--- config.mk ---
export PLATFORM = sky130hd
export DESIGN_NAME = matmul_scheduler_flat
export DESIGN_NICKNAME = d
export VERILOG_FILES = /design/src/rtl/matmul_scheduler_if.sv /design/src/rtl/matmul_scheduler.sv /design/src/flat_wrapper.sv
export SDC_FILE = /design/constraint.sdc
export NUM_CORES = 1
export LEC_CHECK = 0
export CAP_MARGIN = 20
export CORE_MARGIN = 5
export CORE_UTILIZATION = 43
export DETAILED_ROUTE_END_ITERATION = 10
export HOLD_SLACK_MARGIN = 0.1
export PLACE_DENSITY = 0.82
export SETUP_SLACK_MARGIN = 0.2
export SYNTH_ARGS = -nofsm -noshare
export SYNTH_HDL_FRONTEND = slang
export SYNTH_SLANG_ARGS = --single-unit
export TNS_END_PERCENT = 1
--- constraint.sdc ---
create_clock -name clk -period 2.6 [get_ports clk]
set_input_delay 0.26 -clock clk [delete_from_list [all_inputs] [get_ports clk]]
set_output_delay 0.26 -clock clk [all_outputs]
set_load 0.005 [all_outputs]
--- src/rtl/matmul_scheduler_if.sv ---
// matmul_scheduler_if: requester-facing bundle of the matmul scheduler.
//
// Handshake semantics (both requesters, index r = 0/1):
//   req_valid[r]  level from the requester, held with a stable req_desc slice
//                 until the scheduler pulses req_ready[r] for one cycle; the
//                 transfer happens on the clock edge where both are high.
//   rsp_valid[r]  level from the scheduler, held with rsp_status until the
//                 owner raises rsp_ack[r]; release happens on the edge where
//                 both are high.
//   grant         one-hot owner of the engine while a job is in flight.
//
// Signals:
//   req_valid[1:0]    request per requester
//   req_desc[127:0]   descriptor per requester, requester r at [64r+63:64r]
//                     {op[63:32], n[31:24], m[23:16], wb[15:8], p[7:0]}
//   req_ready[1:0]    one-cycle accept pulse
//   rsp_valid[1:0]    response level to the owner
//   rsp_status[1:0]   00 ok, 01 bad opcode, 10 bad dimensions, 11 timeout
//   rsp_ack[1:0]      owner release
//   grant[1:0]        one-hot owner
interface matmul_scheduler_if;
  logic [1:0]   req_valid;
  logic [127:0] req_desc;
  logic [1:0]   req_ready;
  logic [1:0]   rsp_valid;
  logic [1:0]   rsp_status;
  logic [1:0]   rsp_ack;
  logic [1:0]   grant;

  // Requester side.
  modport master (
    output req_valid, req_desc, rsp_ack,
    input  req_ready, rsp_valid, rsp_status, grant
  );

  // Scheduler side.
  modport slave (
    input  req_valid, req_desc, rsp_ack,
    output req_ready, rsp_valid, rsp_status, grant
  );
endinterface

--- src/rtl/matmul_scheduler.sv ---
// matmul_scheduler: round-robin arbiter and job sequencer for the shared
// matrix multiplication engine.
//
// A job is accepted from one of two requesters, validated, the engine's
// accumulating result array is cleared with a one-cycle engine reset, the
// engine is enabled until it reports done (or the job times out), and the
// result is held for the owner until it acknowledges.
//
// Ports:
//   clk        clock
//   reset      synchronous, active-high
//   bus        requester handshake bundle (slave modport)
//   busy       FSM is not IDLE
//   mm_reset   engine reset (high during reset and in CLEAR)
//   mm_enable  engine enable (RUN, dropped as soon as an armed done is seen)
//   mm_n/m/p   zero-extended latched dimensions for the engine
//   mm_done    engine done
//   dbg_state  current FSM state encoding
module matmul_scheduler #(
  parameter int          SEQ_BITS       = 14,
  parameter logic [31:0] OP_MATMUL      = 32'd1,
  parameter int          TIMEOUT_CYCLES = 8192
) (
  input  logic                clk,
  input  logic                reset,
  matmul_scheduler_if.slave   bus,
  output logic                busy,
  output logic                mm_reset,
  output logic                mm_enable,
  output logic [31:0]         mm_n,
  output logic [31:0]         mm_m,
  output logic [31:0]         mm_p,
  input  logic                mm_done,
  output logic [2:0]          dbg_state
);

  typedef enum logic [2:0] {
    S_IDLE  = 3'd0,
    S_CHECK = 3'd1,
    S_CLEAR = 3'd2,
    S_RUN   = 3'd3,
    S_RESP  = 3'd4
  } state_t;

  localparam int          DIM_MAX = SEQ_BITS + 1;
  localparam logic [31:0] TMAX    = 32'(TIMEOUT_CYCLES - 1);

  localparam logic [1:0] ST_OK      = 2'b00;
  localparam logic [1:0] ST_BAD_OP  = 2'b01;
  localparam logic [1:0] ST_BAD_DIM = 2'b10;
  localparam logic [1:0] ST_TIMEOUT = 2'b11;

  state_t      state, state_d;
  logic        last_grant;
  logic        owner;
  logic [31:0] op_q;
  logic [7:0]  n_q, m_q, wb_q, p_q;
  logic [1:0]  status_q, status_d;
  logic [31:0] timer_q;
  logic        armed_q;

  logic        accept;
  logic        winner;
  logic        dims_bad;
  logic        done_hit;
  logic        timeout_hit;
  logic [1:0]  owner_oh;
  logic [1:0]  winner_oh;

  function automatic logic dim_bad(input logic [7:0] d);
    return (d == 8'd0) || (int'(d) > DIM_MAX);
  endfunction

  // Round robin: with both requesting, the one not served last wins;
  // otherwise the only valid requester wins.
  assign winner    = (&bus.req_valid) ? ~last_grant : bus.req_valid[1];
  assign winner_oh = winner ? 2'b10 : 2'b01;
  assign owner_oh  = owner ? 2'b10 : 2'b01;

  assign dims_bad    = dim_bad(n_q) || dim_bad(m_q) || dim_bad(p_q) || (wb_q != m_q);
  // Done is only believed once the engine has been seen low in this run;
  // the done=1 left behind by CLEAR is stale.
  assign done_hit    = armed_q && mm_done;
  assign timeout_hit = (timer_q == TMAX);

  always_comb begin
    state_d  = state;
    status_d = status_q;
    accept   = 1'b0;
    case (state)
      S_IDLE: begin
        if (|bus.req_valid) begin
          accept  = 1'b1;
          state_d = S_CHECK;
        end
      end
      S_CHECK: begin
        if (op_q != OP_MATMUL) begin
          status_d = ST_BAD_OP;
          state_d  = S_RESP;
        end else if (dims_bad) begin
          status_d = ST_BAD_DIM;
          state_d  = S_RESP;
        end else begin
          state_d = S_CLEAR;
        end
      end
      S_CLEAR: state_d = S_RUN;
      S_RUN: begin
        if (done_hit) begin
          status_d = ST_OK;
          state_d  = S_RESP;
        end else if (timeout_hit) begin
          status_d = ST_TIMEOUT;
          state_d  = S_RESP;
        end
      end
      S_RESP: begin
        if (bus.rsp_ack[owner]) state_d = S_IDLE;
      end
      default: state_d = S_IDLE;
    endcase
  end

  // Outputs decode from state; enable drops combinationally on an armed done
  // so the engine does not run a cycle past completion.
  always_comb begin
    bus.req_ready  = (accept && !reset) ? winner_oh : 2'b00;
    bus.grant      = (state != S_IDLE) ? owner_oh : 2'b00;
    bus.rsp_valid  = (state == S_RESP) ? owner_oh : 2'b00;
    bus.rsp_status = status_q;
    busy           = (state != S_IDLE);
    mm_reset       = reset || (state == S_CLEAR);
    mm_enable      = (state == S_RUN) && !done_hit;
    mm_n           = {24'd0, n_q};
    mm_m           = {24'd0, m_q};
    mm_p           = {24'd0, p_q};
    dbg_state      = state;
  end

  always_ff @(posedge clk) begin
    if (reset) begin
      state      <= S_IDLE;
      last_grant <= 1'b1;
      owner      <= 1'b0;
      op_q       <= '0;
      n_q        <= '0;
      m_q        <= '0;
      wb_q       <= '0;
      p_q        <= '0;
      status_q   <= ST_OK;
      timer_q    <= '0;
      armed_q    <= 1'b0;
    end else begin
      state    <= state_d;
      status_q <= status_d;
      if (accept) begin
        owner      <= winner;
        last_grant <= winner;
        {op_q, n_q, m_q, wb_q, p_q} <= winner ? bus.req_desc[127:64] : bus.req_desc[63:0];
      end
      if (state == S_CLEAR) begin
        timer_q <= '0;
        armed_q <= 1'b0;
      end
      if (state == S_RUN) begin
        timer_q <= timer_q + 32'd1;
        if (!mm_done) armed_q <= 1'b1;
      end
    end
  end

endmodule

--- src/flat_wrapper.sv ---
// flat-port wrapper written by rule: the top's interface ports become plain ports
module matmul_scheduler_flat 
#(
  parameter int          SEQ_BITS       = 14,
  parameter logic [31:0] OP_MATMUL      = 32'd1,
  parameter int          TIMEOUT_CYCLES = 8192
)
  (clk, reset, busy, mm_reset, mm_enable, mm_n, mm_m, mm_p, mm_done, dbg_state, bus_req_valid, bus_req_desc, bus_rsp_ack, bus_req_ready, bus_rsp_valid, bus_rsp_status, bus_grant);
  matmul_scheduler_if bus_i ();
  input  logic clk;
  input  logic reset;
  output logic busy;
  output logic mm_reset;
  output logic mm_enable;
  output logic [31:0] mm_n;
  output logic [31:0] mm_m;
  output logic [31:0] mm_p;
  input  logic mm_done;
  output logic [2:0] dbg_state;
  input wire logic [$bits(bus_i.req_valid)-1:0] bus_req_valid;
  input wire logic [$bits(bus_i.req_desc)-1:0] bus_req_desc;
  input wire logic [$bits(bus_i.rsp_ack)-1:0] bus_rsp_ack;
  output wire logic [$bits(bus_i.req_ready)-1:0] bus_req_ready;
  output wire logic [$bits(bus_i.rsp_valid)-1:0] bus_rsp_valid;
  output wire logic [$bits(bus_i.rsp_status)-1:0] bus_rsp_status;
  output wire logic [$bits(bus_i.grant)-1:0] bus_grant;
  assign bus_i.req_valid = bus_req_valid;
  assign bus_i.req_desc = bus_req_desc;
  assign bus_i.rsp_ack = bus_rsp_ack;
  assign bus_req_ready = bus_i.req_ready;
  assign bus_rsp_valid = bus_i.rsp_valid;
  assign bus_rsp_status = bus_i.rsp_status;
  assign bus_grant = bus_i.grant;
  matmul_scheduler #(.SEQ_BITS(SEQ_BITS), .OP_MATMUL(OP_MATMUL), .TIMEOUT_CYCLES(TIMEOUT_CYCLES)) u_core (.clk(clk), .reset(reset), .bus(bus_i), .busy(busy), .mm_reset(mm_reset), .mm_enable(mm_enable), .mm_n(mm_n), .mm_m(mm_m), .mm_p(mm_p), .mm_done(mm_done), .dbg_state(dbg_state));
endmodule
# Yosys cells after proc, flatten, opt, wreduce, memory -nomap -nowiden
# Cells that the tools add are included.
# W data, S select, Z words.
# op_classes
add_sub_neg	1
magnitude_cmp	4
eq_ne	11
n_mux	28
n_bitwise	1
n_reduce_logical	23
# op_table
cell	n
$mux W32	2
$mux W64	1
$add A32 B1 Y32 const B	1
$eq A32 B13 Y1 const B	1
$ne A32 B1 Y1 const B	1
$gt A8 B4 Y1 const B	3
$logic_not A8 Y1	3
$mux W2	9
$mux W3	6
$pmux W3 S5	1
$mux W1	8
$ne A8 B8 Y1	1
$logic_or A1 B1 Y1	7
$eq A3 B2 Y1 const B	2
$ne A3 B1 Y1 const B	2
$reduce_and A3 Y1	2
$ne A2 B1 Y1 const B	2
$pmux W2 S2	1
$reduce_bool A2 Y1	2
$eq A3 B1 Y1 const B	1
$eq A3 B3 Y1 const B	1
$logic_and A1 B1 Y1	3
$logic_not A3 Y1	1
$reduce_bool A3 Y1	1
other kinds (5)	6
# totals
ff_bits	104
inputBits	135
out_inout_bits	110

# Logic depth before layout (Yosys ltp)
# Gate-level depths: netlist of the first run.
# logic_depth
word_depth	8
depth_mapped	9
ltp_nobuf	7

# Worst setup path before layout of the first run
# OpenSTA, ideal clock, no wires.
# synth_timing
path_type	reg-to-reg
start	register u_core.timer_q[0]
end	register u_core.status_q[0], in the netlist u_core.bus.rsp_status[0]
t_arrival_ns	2.065
required_time_ns	2.541
setup_slack_ns	0.476
stages_incl_launch_ff	8
n_path_buf	0
path_cell_list	dfxtp_1 ha_1 nand3_1 or4_1 or3_1 a21oi_2 a21boi_2 o221a_2
# synth_between
elab_chain_cells	3
# synth_rtl
element	line_no	source
from (decl)	matmul_scheduler.sv:59	logic [31:0] timer_q;
from (signal assigned)	matmul_scheduler.sv:167	timer_q <= timer_q + 32'd1;
$eq A32 B13 Y1	matmul_scheduler.sv:84	assign timeout_hit = (timer_q == TMAX);
$ne A3 B1 Y1 (no source line)	--	
$reduce_and A3 Y1 (no source line)	--	
to (signal assigned)	matmul_scheduler.sv:156	status_q <= status_d;
to (decl)	matmul_scheduler.sv:58	logic [1:0] status_q, status_d;
# No other way between the ends.
# A chain may end at the register's enable or synchronous reset.

# Final worst setup path of the first run
# Same ends and word-level chain as after synthesis.

==> summary.md, run 1 <==
| Metric | Value |
|---|---|
| Synth Flop Type | dfxtp_1 |
| Status | completed |
| Final Hold Violating Endpoints | 0 |
| Port Buffer Count | 172 |
| Cell Area, Placed | ~7300 sq um |
| Vias in the first global route | 4,768 |
| Global Route Usage Sum | 0.1838 |
| Dpl cells | 968 |
| Share of cells above drive strength 1 | 0.08374 |
| Critical path's slowest cell | or4_4 |
| Die Wd | 123.6 um |
| Ys async rst share | 0 |
| Core Area | 12,620 sq um |
| # fillers | 1,098 |
| Die area | 15,290 sq um |
| CTS tree | yes |
| # IOs | 245 |
| Leak pwr | ~2.9 nW |
| Power Dens Cells | 725.7 nW/um^2 |
| GRT busiest layer | met2 |
| DRT iter0 DRCs | 170 |
| Worst-skew pair later-pin latency | 340 ps |
| Bufs and invs on worst path | 0 |
| Drt pass-1 iters | 7 |
| Max Slew Vio Count | 0 |
| Final setup TNS | 0 ps |
| Clock Power Share | 0.236 |
| Worst path cell trace | ha_1, nand3_1, or4_4, or3_1, a21oi_2, a21boi_2, o221a_2 |
| Pwr Total | 5.530 mW |
| Net switching power figure | 1.851 mW |
| Die height | 123.6 um |
| Final Critical Period | 2352 ps |
| Seq pwr share | 0.396 |
| CP max FO | 5 |
| Seq/Total Area, Yosys | 0.3749 |
| Top delay family on crit path | simple AND/OR/NAND/NOR gates |
| DRC Markers | 0 |
| Met3 GRT Util | 0.03860 |
| Hold WC Path Type | input pin to flip-flop |
| Post-DP HPWL | 11.58 mm |
| Initial Util | 0.4400 |
| Endpoints failing setup | 0 |
| Min Hold Slack | 391.9 ps |
| Sequential cell area | 2083 sq um |
| DRT antenna net count | 0 |
| Vias | between 4,000 and 5,000 |
| Clock Sinks | 104 |
| Final WS setup | roughly 250 ps |
| Tcrit/Tclk final | 0.9045 |
| CP max stage delay | ~540 ps |
| Worst rel slew slack | 0.3353 |
| Switching part of the total | 0.3347 |
| Combinational power share | 0.368 |
| Post-synth EDFFs | 0 |
| Critical Path Sink Type | flip-flop |
| # nets final | 943 |
| Reg clk slew, reported paths | 80 ps |
| Worst Path Required | about 2900 ps |
| CTS Hold Bufs | 0 |
| Yosys reg bits | 104 |
| Clk_skew | 11.52 ps |
| Diode count | 0 |
| Area of the multi-input gates | around 3000 sq um |
| Unrepaired setup endpoints after global routing | true |
| Cts bufs inserted | 9 |
| Syn Std Cell Area | approximately 5600 sq um |
| Gate Count Post-Synth | between 600 and 700 |
| P&R area growth vs syn | 37.22% |
| H-tree Lvls | 3 |
| Syn_area_per_cell | approximately 8.6 sq um |
| Routed wire length | roughly 15 mm |
| Initial antenna violation count | 0 |
| Avg WL per Cell | approximately 15 um |
| Design Area, Final | about 7600 sq um |
| Critical path class | flip-flop to flip-flop |
| Post-synthesis cell type count | 50 |
| Ys Warns | 0 |
| Longest Clk Path Bufs | 2 |
| Largest net degree at the start of global routing | 95 |
| Met2 usage | 0.3214 |
| Worst EP arrival | between 2000 and 3000 ps |
| Crit start category | flip-flop |
| Tightest Pin Transition | 997.0 ps |
| Grt total ovfl | 0 |
| Final Non-Filler Cells | 984 |
| F_max | 0.4252 GHz |
| FP Rows | 41 |
| Max VDD drop | 0.0003688 V |
| Number of vias per cell | a little over 5 |
| Pre-CTS setup slack | 285.6 ps |
| Global-route wire length before repair | 22.51 mm |
| GP Congestion | 0.8115 |
| M1 GR Usage | 0.2247 |
| Max Cap Viol | 0 |
| CTS Root Cell | clkbuf_16 |
| Fin util | 0.6038 |
| Internal | 3.679 mW |
==> registers in the layout, indices dropped and copies added (netlist names) <==
register,flops
u_core.bus.rsp_status,2
u_core.owner,1
u_core.dbg_state,3
u_core.op_q,32
u_core.n_q,8
u_core.p_q,8
u_core.wb_q,8
u_core.last_grant,1
u_core.timer_q,32
u_core.m_q,8
u_core.armed_q,1
==> kinds of logic (layout without fill, tap and decap cells) <==
kind of cell	after synthesis	after routing	share of synthesized area
simple gates	222	222	0.1933
xor+xnor	3	3	0.004733
flops	104	104	0.3749
other cells	1	72	0.0006753
fa+ha+maj	1	1	0.002253
mux	76	76	0.1393
compound gates	118	118	0.1544
buf+inv	117	216	0.1305
==> cells in the mapped netlist (10+ instances only) <==
master | number | area [sq um]
dfxtp_1 | 104 | 2082
nor2_1 | 99 | 371.6
buf_4 | 72 | 540.5
mux2i_1 | 66 | 660.6
a211oi_1 | 65 | 488.0
nand2_1 | 30 | 112.6
clkbuf_1 | 22 | 82.58
nand3_1 | 19 | 95.09
a21oi_1 | 16 | 80.08
nor4_1 | 14 | 87.58
buf_2 | 12 | 60.06
mux2_2 | 10 | 112.6
or3_1 | 10 | 62.56
==> placed cells by master, fill, tap and decap left out, types with 3 or more instances in the layout <==
| cell | count |
|---|---|
| o211ai_1 | 9 |
| nor2_1 | 97 |
| and2_1 | 5 |
| nor4_1 | 14 |
| a211oi_1 | 65 |
| or2_2 | 3 |
| nand2b_1 | 3 |
| nor2b_1 | 3 |
| mux2_2 | 10 |
| o21a_1 | 3 |
| clkinv_4 | 3 |
| conb_1 | 72 |
| nand2_1 | 30 |
| and3_1 | 5 |
| and4_1 | 4 |
| clkbuf_16 | 9 |
| clkdlybuf4s50_1 | 170 |
| o31a_1 | 3 |
| mux2i_1 | 66 |
| nor3_1 | 7 |
| a21oi_1 | 16 |
| nand3_1 | 19 |
| dfxtp_1 | 103 |
| or3_1 | 10 |
| inv_1 | 5 |
| buf_12 | 6 |
| buf_4 | 17 |
| nand4_1 | 9 |
| o21ai_0 | 7 |
==> power groups by stage <==
| stage | registers (mW) | clock network, mW | logic (mW) |
|---|---|---|---|
| after floorplan | 2.15 | 0 | 1.16 |
| after global placement | 2.21 | 0 | 2.00 |
| after detailed placement | 2.22 | 0 | 2.04 |
| after CTS | 2.19 | 1.33 | 2.05 |
| after global routing | 2.23 | 1.41 | 2.23 |
| final | 2.19 | 1.31 | 2.03 |
==> layout make-up <==
type                       instances  share of cell area
tap                              172             0.02824
multi-input combinational        492              0.3993
clock inverter                     7            0.008867
timing repair buffer             195              0.2581
sequential                       104              0.2734
inverter                           5            0.002463
clock buffer                       9             0.02956
==> worst reg2reg max path, cell delays in order, from the launching register on <==
cell	delay, ps
dfxtp_1	380
ha_1	210
nand3_1	190
or4_4	550
or3_1	340
a21oi_2	200
a21boi_2	230
o221a_2	200
==> what timing repair did <==
item,in CTS,in global routing
setup buffers,0,0
resized for setup,3,2
endpoints found under the setup margin,2,5
pin swaps,0,1
==> path summary, 6_finish.rpt <==
path	end	slack [ps]	cells past startpoint	from
min	u_core.last_grant	390	3	reset
min reg2reg	u_core.op_q[29]	500	2	u_core.op_q[29]
max	u_core.bus.rsp_status[0]	250	7	u_core.timer_q[0]
max reg2reg	u_core.bus.rsp_status[0]	250	7	u_core.timer_q[0]
==> metal layers <==
layer | up-vias | wire (um)
li1 | 2507 | -
met1 | 2295 | 5853
met2 | 169 | 7496
met3 | 19 | 1021
met4 | 0 | 299
met5 | - | 0
Note: power is estimated with default switching activity, not from simulation.
==> inputs of run 2 (changes only) <==
--- a/config.mk
+++ b/config.mk
@@ -9,7 +9,7 @@
 export CORE_MARGIN = 5
 export CORE_UTILIZATION = 43
 export DETAILED_ROUTE_END_ITERATION = 10
-export HOLD_SLACK_MARGIN = 0.1
+export HOLD_SLACK_MARGIN = 0.03
 export PLACE_DENSITY = 0.82
 export SETUP_SLACK_MARGIN = 0.2
 export SYNTH_ARGS = -nofsm -noshare
==> constraint.sdc (replaced) <==
create_clock -name clk -period 2.65 [get_ports clk]
set_input_delay 0.265 -clock clk [delete_from_list [all_inputs] [get_ports clk]]
set_output_delay 0.265 -clock clk [all_outputs]
set_load 0.005 [all_outputs]
==> summary.md, run 2 (synthesis results as in run 1) <==
| Metric | Value |
|---|---|
| # fillers | 1,131 (was 1,098) |
| Min Hold Slack | 412.2 ps (was 391.9 ps) |
| Clock Sinks | 104 (unchanged) |
| Critical path class | flip-flop to primary output (was flip-flop to flip-flop) |
| Max Cap Viol | 0 (unchanged) |
| Final Hold Violating Endpoints | 0 (unchanged) |
| Grt total ovfl | 0 (unchanged) |
| Longest Clk Path Bufs | 2 (unchanged) |
| Final WS setup | 219.6 ps (was 248.4 ps) |
| Avg WL per Cell | 15.16 um (was 14.91 um) |
| Crit start category | flip-flop (unchanged) |
| Final Critical Period | around 2400 ps |
| Die height | 123.6 um (unchanged) |
| Hold WC Path Type | input pin to flip-flop (unchanged) |
| P&R area growth vs syn | 36.37% (was 37.22%) |
| Max Slew Vio Count | 0 (unchanged) |
| H-tree Lvls | 3 (unchanged) |
| Number of vias per cell | 5.028 (was 5.071) |
| Commonest cells after routing, fill and taps aside | clkdlybuf4s50_1, dfxtp_1, nor2_1, conb_1, mux2i_1 (unchanged) |
| CTS Root Cell | clkbuf_16 (unchanged) |
| Share of cells above drive strength 1 | 0.07090 (was 0.08374) |
| Global-route wire length before repair | 22.71 mm (was 22.51 mm) |
| Diode count | 0 (unchanged) |
| DRC Markers | 0 (unchanged) |
| Routed wire length | 14.80 mm (was 14.67 mm) |
| Leak pwr | 2.859 nW (was 2.902 nW) |
| # IOs | 245 (unchanged) |
| Largest net degree at the start of global routing | 95 (unchanged) |
| Die area | 15,290 sq um (unchanged) |
| Tcrit/Tclk final | 0.9171 |
| Worst rel slew slack | 0.3345 (was 0.3353) |
| Biggest regs | u_core.op_q (32), u_core.timer_q (32) (unchanged) |
| CTS tree | yes (unchanged) |
| Core Area | 12,620 sq um (unchanged) |
| Worst EP arrival | 2170 ps (was 2640 ps) |
| Global Route Usage Sum | 0.1872 (was 0.1838) |
| Final setup TNS | 0 ps (unchanged) |
| Clock Power Share | 0.262 (was 0.236) |
| GP Congestion | 0.7937 (was 0.8115) |
| Drt pass-1 iters | 4 (was 7) |
| Vias in the first global route | 4,659 (was 4,768) |
| Pre-CTS setup slack | 329.2 ps (was 285.6 ps) |
| DRT iter0 DRCs | 202 (was 170) |
| Die Wd | 123.6 um (unchanged) |
| Switching part of the total | 0.3154 (was 0.3347) |
| Worst-skew pair later-pin latency | 340 ps (about the same) |
| Cts bufs inserted | 9 (unchanged) |
| Power Dens Cells | 725.8 nW/um^2 (was 725.7 nW/um^2) |
| Post-DP HPWL | 11.45 mm (was 11.58 mm) |
| # nets final | 935 (was 943) |
| Port Buffer Count | 172 (unchanged) |
| Net switching power figure | 1.733 mW (was 1.851 mW) |
| Setup Fix Bufs, Post-CTS | 0 (unchanged) |
| F_max | 0.4114 GHz |
| FP Rows | 41 (unchanged) |
| Clk_skew | 4.964 ps (was 11.52 ps) |
| CTS Hold Bufs | 0 (unchanged) |
| Post-cts sizing count | 1 (was 3) |
| Seq pwr share | 0.390 (was 0.396) |
| Critical Path Sink Type | primary output (was flip-flop) |
| Tightest Pin Transition | 998.2 ps (was 997.0 ps) |
| Reg clk slew, reported paths | 70 ps (was 80 ps) |
| Max VDD drop | 0.0003359 V (was 0.0003688 V) |
| Most common cell after layout, fill and taps aside | clkdlybuf4s50_1 (unchanged) |
| Endpoints failing setup | 0 (unchanged) |
| Worst Path Required | 2380 ps (was 2890 ps) |
| Combinational power share | 0.348 (was 0.368) |
| CP max FO | 7 (was 5) |
| DRT antenna net count | 0 (unchanged) |
| Initial Util | 0.4400 (unchanged) |
| Initial antenna violation count | 0 (unchanged) |
| Vias | 4,907 (was 4,990) |
| Status | completed (unchanged) |
| Internal | 3.763 mW (was 3.679 mW) |
| Unrepaired setup endpoints after global routing | true (unchanged) |
==> run 2: cell count changes in the layout (fill, tap and decap cells not counted), moves of 2 or more <==
| cell | change |
|---|---|
| buf_4 | -7 |
| bufinv_16 | +2 |
| clkbuf_8 | +2 |
| clkinv_4 | -3 |
==> run 2: final cells by class <==
class	instances	area (sq um)	share of cell area
Sequential cell	104	2082	0.2750
Inverter	5	18.77	0.002479
Tap cell	172	215.2	0.02842
Timing Repair Buffer	187	1892	0.2498
Clock buffer	12	256.5	0.03387
Multi-Input combinational cell	492	3034	0.4007
Clock inverter	4	73.82	0.009749
==> run 2: metrics by stage <==
step	utilization	power [mW]	area, sq um	instances
after detailed placement	0.5737	4.087	7239	960
after global placement	0.5737	4.053	7239	960
after global routing	0.6000	5.819	7572	976
after CTS	0.6000	5.538	7572	976
after floorplan	-	3.247	5819	713
final	0.6000	5.496	7572	976
==> run 2: worst paths after layout <==
path	startpoint	endpoint	depth (start not counted)	slack, ps
max	u_core.dbg_state[2]	bus_req_ready[0]	5	220
min	reset	u_core.last_grant	3	410
max reg2reg	u_core.timer_q[0]	u_core.bus.rsp_status[0]	7	260
min reg2reg	u_core.wb_q[6]	u_core.wb_q[6]	2	500
==> run 2: per-layer routing <==
layer | vias to the layer above | part of all wire | GRT usage
met1 | 2231 | 0.42 | 0.2327
met4 | 0 | 0.017 | 0.06436
li1 | 2489 | - | -
met3 | 15 | 0.062 | 0.03315
met2 | 172 | 0.50 | 0.3258
met5 | - | 0 | 0
==> run 2: power groups by stage <==
stage	Clock (mW)	Sequential (mW)	Combinational, mW
4_1_cts	1.47	2.14	1.93
6_report	1.44	2.14	1.91
3_3_place_gp	0	2.16	1.89
5_1_grt	1.52	2.19	2.11
3_5_place_dp	0	2.17	1.92
2_1_floorplan	0	2.11	1.14
==> run 2: critical path, stage by stage (launching register included) <==
cell and delay, ps:
dfxtp_1 360, or2_2 330, nor2_2 210, o21ai_0 160
nor3_1 230, clkdlybuf4s50_1 540
==> inputs of run 3 (changes only) <==
--- a/config.mk
+++ b/config.mk
@@ -9,9 +9,11 @@
 export CORE_MARGIN = 5
 export CORE_UTILIZATION = 43
 export DETAILED_ROUTE_END_ITERATION = 10
-export HOLD_SLACK_MARGIN = 0.03
+export GPL_TIMING_DRIVEN = 0
+export HOLD_SLACK_MARGIN = 0.06
 export PLACE_DENSITY = 0.82
 export SETUP_SLACK_MARGIN = 0.2
+export SKIP_CTS_REPAIR_TIMING = 1
 export SYNTH_ARGS = -nofsm -noshare
 export SYNTH_HDL_FRONTEND = slang
 export SYNTH_SLANG_ARGS = --single-unit
==> summary.md, run 3 (synthesis results as in run 1) <==
| Metric | Value |
|---|---|
| Status | completed (unchanged) |
| Die area | 15,290 sq um (unchanged) |
| # fillers | 1,122 (was 1,131) |
| CP max FO | 10 (was 7) |
| Clock Power Share | 0.249 (was 0.262) |
| DRC Markers | 0 (unchanged) |
| Worst Path Required | 2380 ps (about the same) |
| Drt pass-1 iters | 5 (was 4) |
| Port Buffer Count | 171 (was 172) |
| Clock Sinks | 104 (unchanged) |
| Critical path class | input pin to primary output (was flip-flop to primary output) |
| Vias | 5,211 (was 4,907) |
| Initial Util | 0.4400 (unchanged) |
| Diode count | 0 (unchanged) |
| Worst-skew pair later-pin latency | 340 ps (about the same) |
| Most common cell after layout, fill and taps aside | clkdlybuf4s50_1 (unchanged) |
| Post-DP HPWL | 12.93 mm (was 11.45 mm) |
| Switching part of the total | 0.3351 (was 0.3154) |
| CTS Root Cell | clkbuf_16 (unchanged) |
| Endpoints failing setup | 0 (unchanged) |
| Crit start category | input pin (was flip-flop) |
| Biggest regs | u_core.op_q (32), u_core.timer_q (32) (unchanged) |
| Max Cap Viol | 0 (unchanged) |
| Final setup TNS | 0 ps (unchanged) |
| Final Non-Filler Cells | 1,072 (was 976) |
| Global Route Usage Sum | 0.2015 (was 0.1872) |
| Largest net degree at the start of global routing | 19 (was 95) |
| Tightest Pin Transition | 753.5 ps (was 998.2 ps) |
| Combinational power share | 0.363 (was 0.348) |
| Routed wire length | 16.03 mm (was 14.80 mm) |
| Reg clk slew, reported paths | 70 ps (about the same) |
| # nets final | 1,031 (was 935) |
| Seq pwr share | 0.388 (was 0.390) |
| Worst EP arrival | 2250 ps (was 2170 ps) |
| Area of the multi-input gates | 3045 sq um (was 3034 sq um) |
| Unrepaired setup endpoints after global routing | true (unchanged) |
| FP Rows | 41 (unchanged) |
| Global-route wire length before repair | 24.22 mm (was 22.71 mm) |
| Clk_skew | 8.237 ps (was 4.964 ps) |
| Sequential cell area | 2082 sq um (unchanged) |
| Hold WC Path Type | flip-flop to flip-flop (was input pin to flip-flop) |
| Pwr Total | 5.483 mW (was 5.496 mW) |
| DRT antenna net count | 0 (unchanged) |
| Final Critical Period | 2511 ps (was 2430 ps) |
| Cts bufs inserted | 9 (unchanged) |
| Core Area | 12,620 sq um (unchanged) |
| Worst rel slew slack | 0.4977 (was 0.3345) |
| Die Wd | 123.6 um (unchanged) |
| Max VDD drop | 0.0003722 V (was 0.0003359 V) |
| CTS tree | yes (unchanged) |
| # IOs | 245 (unchanged) |
| Dpl cells | 1,056 (was 960) |
| H-tree Lvls | 3 (unchanged) |
| Max Slew Vio Count | 0 (unchanged) |
| Share of cells above drive strength 1 | 0.1444 (was 0.07090) |
| Initial antenna violation count | 0 (unchanged) |
| GP Congestion | 0.8553 (was 0.7937) |
| Internal | 3.646 mW (was 3.763 mW) |
| DRT iter0 DRCs | 291 (was 202) |
| Commonest cells after routing, fill and taps aside | clkdlybuf4s50_1, dfxtp_1, nor2_1, buf_4, conb_1 (was clkdlybuf4s50_1, dfxtp_1, nor2_1, conb_1, mux2i_1) |
| Power Dens Cells | 676.8 nW/um^2 (was 725.8 nW/um^2) |
| Min Hold Slack | 501.1 ps (was 412.2 ps) |
| Longest Clk Path Bufs | 2 (unchanged) |
| Vias in the first global route | 4,889 (was 4,659) |
| Critical Path Sink Type | primary output (unchanged) |
| Grt total ovfl | 0 (unchanged) |
| Tcrit/Tclk final | 0.9475 (was 0.9171) |
| P&R area growth vs syn | 45.90% (was 36.37%) |
| Final Hold Violating Endpoints | 0 (unchanged) |
| Avg WL per Cell | 14.96 um (was 15.16 um) |
| Net switching power figure | 1.837 mW (was 1.733 mW) |
| Leak pwr | 3.269 nW (was 2.859 nW) |
| Number of vias per cell | 4.861 (was 5.028) |
| Die height | 123.6 um (unchanged) |
| F_max | 0.3983 GHz (was 0.4114 GHz) |
run 3: worst paths after layout:
kind / slack [ps] / end / from / cells after the start
worst max-delay path: 140 / bus_req_ready[0] / bus_req_valid[1] / 6
worst max register to register: 300 / u_core.bus.rsp_status[0] / u_core.m_q[4] / 6
worst min register to register: 500 / u_core.wb_q[5] / u_core.wb_q[5] / 2
worst min-delay path: 500 / u_core.wb_q[5] / u_core.wb_q[5] / 2
run 3: metrics by stage:
step / util / cell area [sq um] / setup WS [ps]
6_report: 0.6420 / 8102 / 139.2
3_3_place_gp: 0.6138 / 7746 / -429.5
2_1_floorplan: - / 5819 / 526.3
3_5_place_dp: 0.6138 / 7746 / -437.3
5_1_grt: 0.6420 / 8102 / 21.60
4_1_cts: 0.6380 / 8051 / -457.1
run 3: power groups by stage:
stage | clock, mW | combinational [mW] | sequential, mW
2_1_floorplan | 0 | 1.14 | 2.11
3_3_place_gp | 0 | 1.96 | 2.15
3_5_place_dp | 0 | 1.98 | 2.15
4_1_cts | 1.37 | 1.99 | 2.12
5_1_grt | 1.45 | 2.18 | 2.17
6_report | 1.36 | 1.99 | 2.13
run 3: worst max-delay path: stages:
cell and delay, ps:
clkdlybuf4s50_1 540, a21boi_2 270, clkbuf_4 300, clkbuf_4 320, nor3_1 70, clkdlybuf4s50_1 480
run 3: layout make-up:
class | instances | area share
multi-input combinational | 492 | 0.3759
sequential | 104 | 0.2570
timing repair buffer | 171 | 0.2116
buffer | 112 | 0.08896
clock buffer | 10 | 0.02826
tap | 172 | 0.02656
clock inverter | 6 | 0.009421
inverter | 5 | 0.002317
run 3: routing by layer:
metal / track usage / part of all wire
met4: 0.04083 / 0.0097
met2: 0.3586 / 0.52
met1: 0.2464 / 0.40
met3: 0.05041 / 0.068
met5: 0 / 0
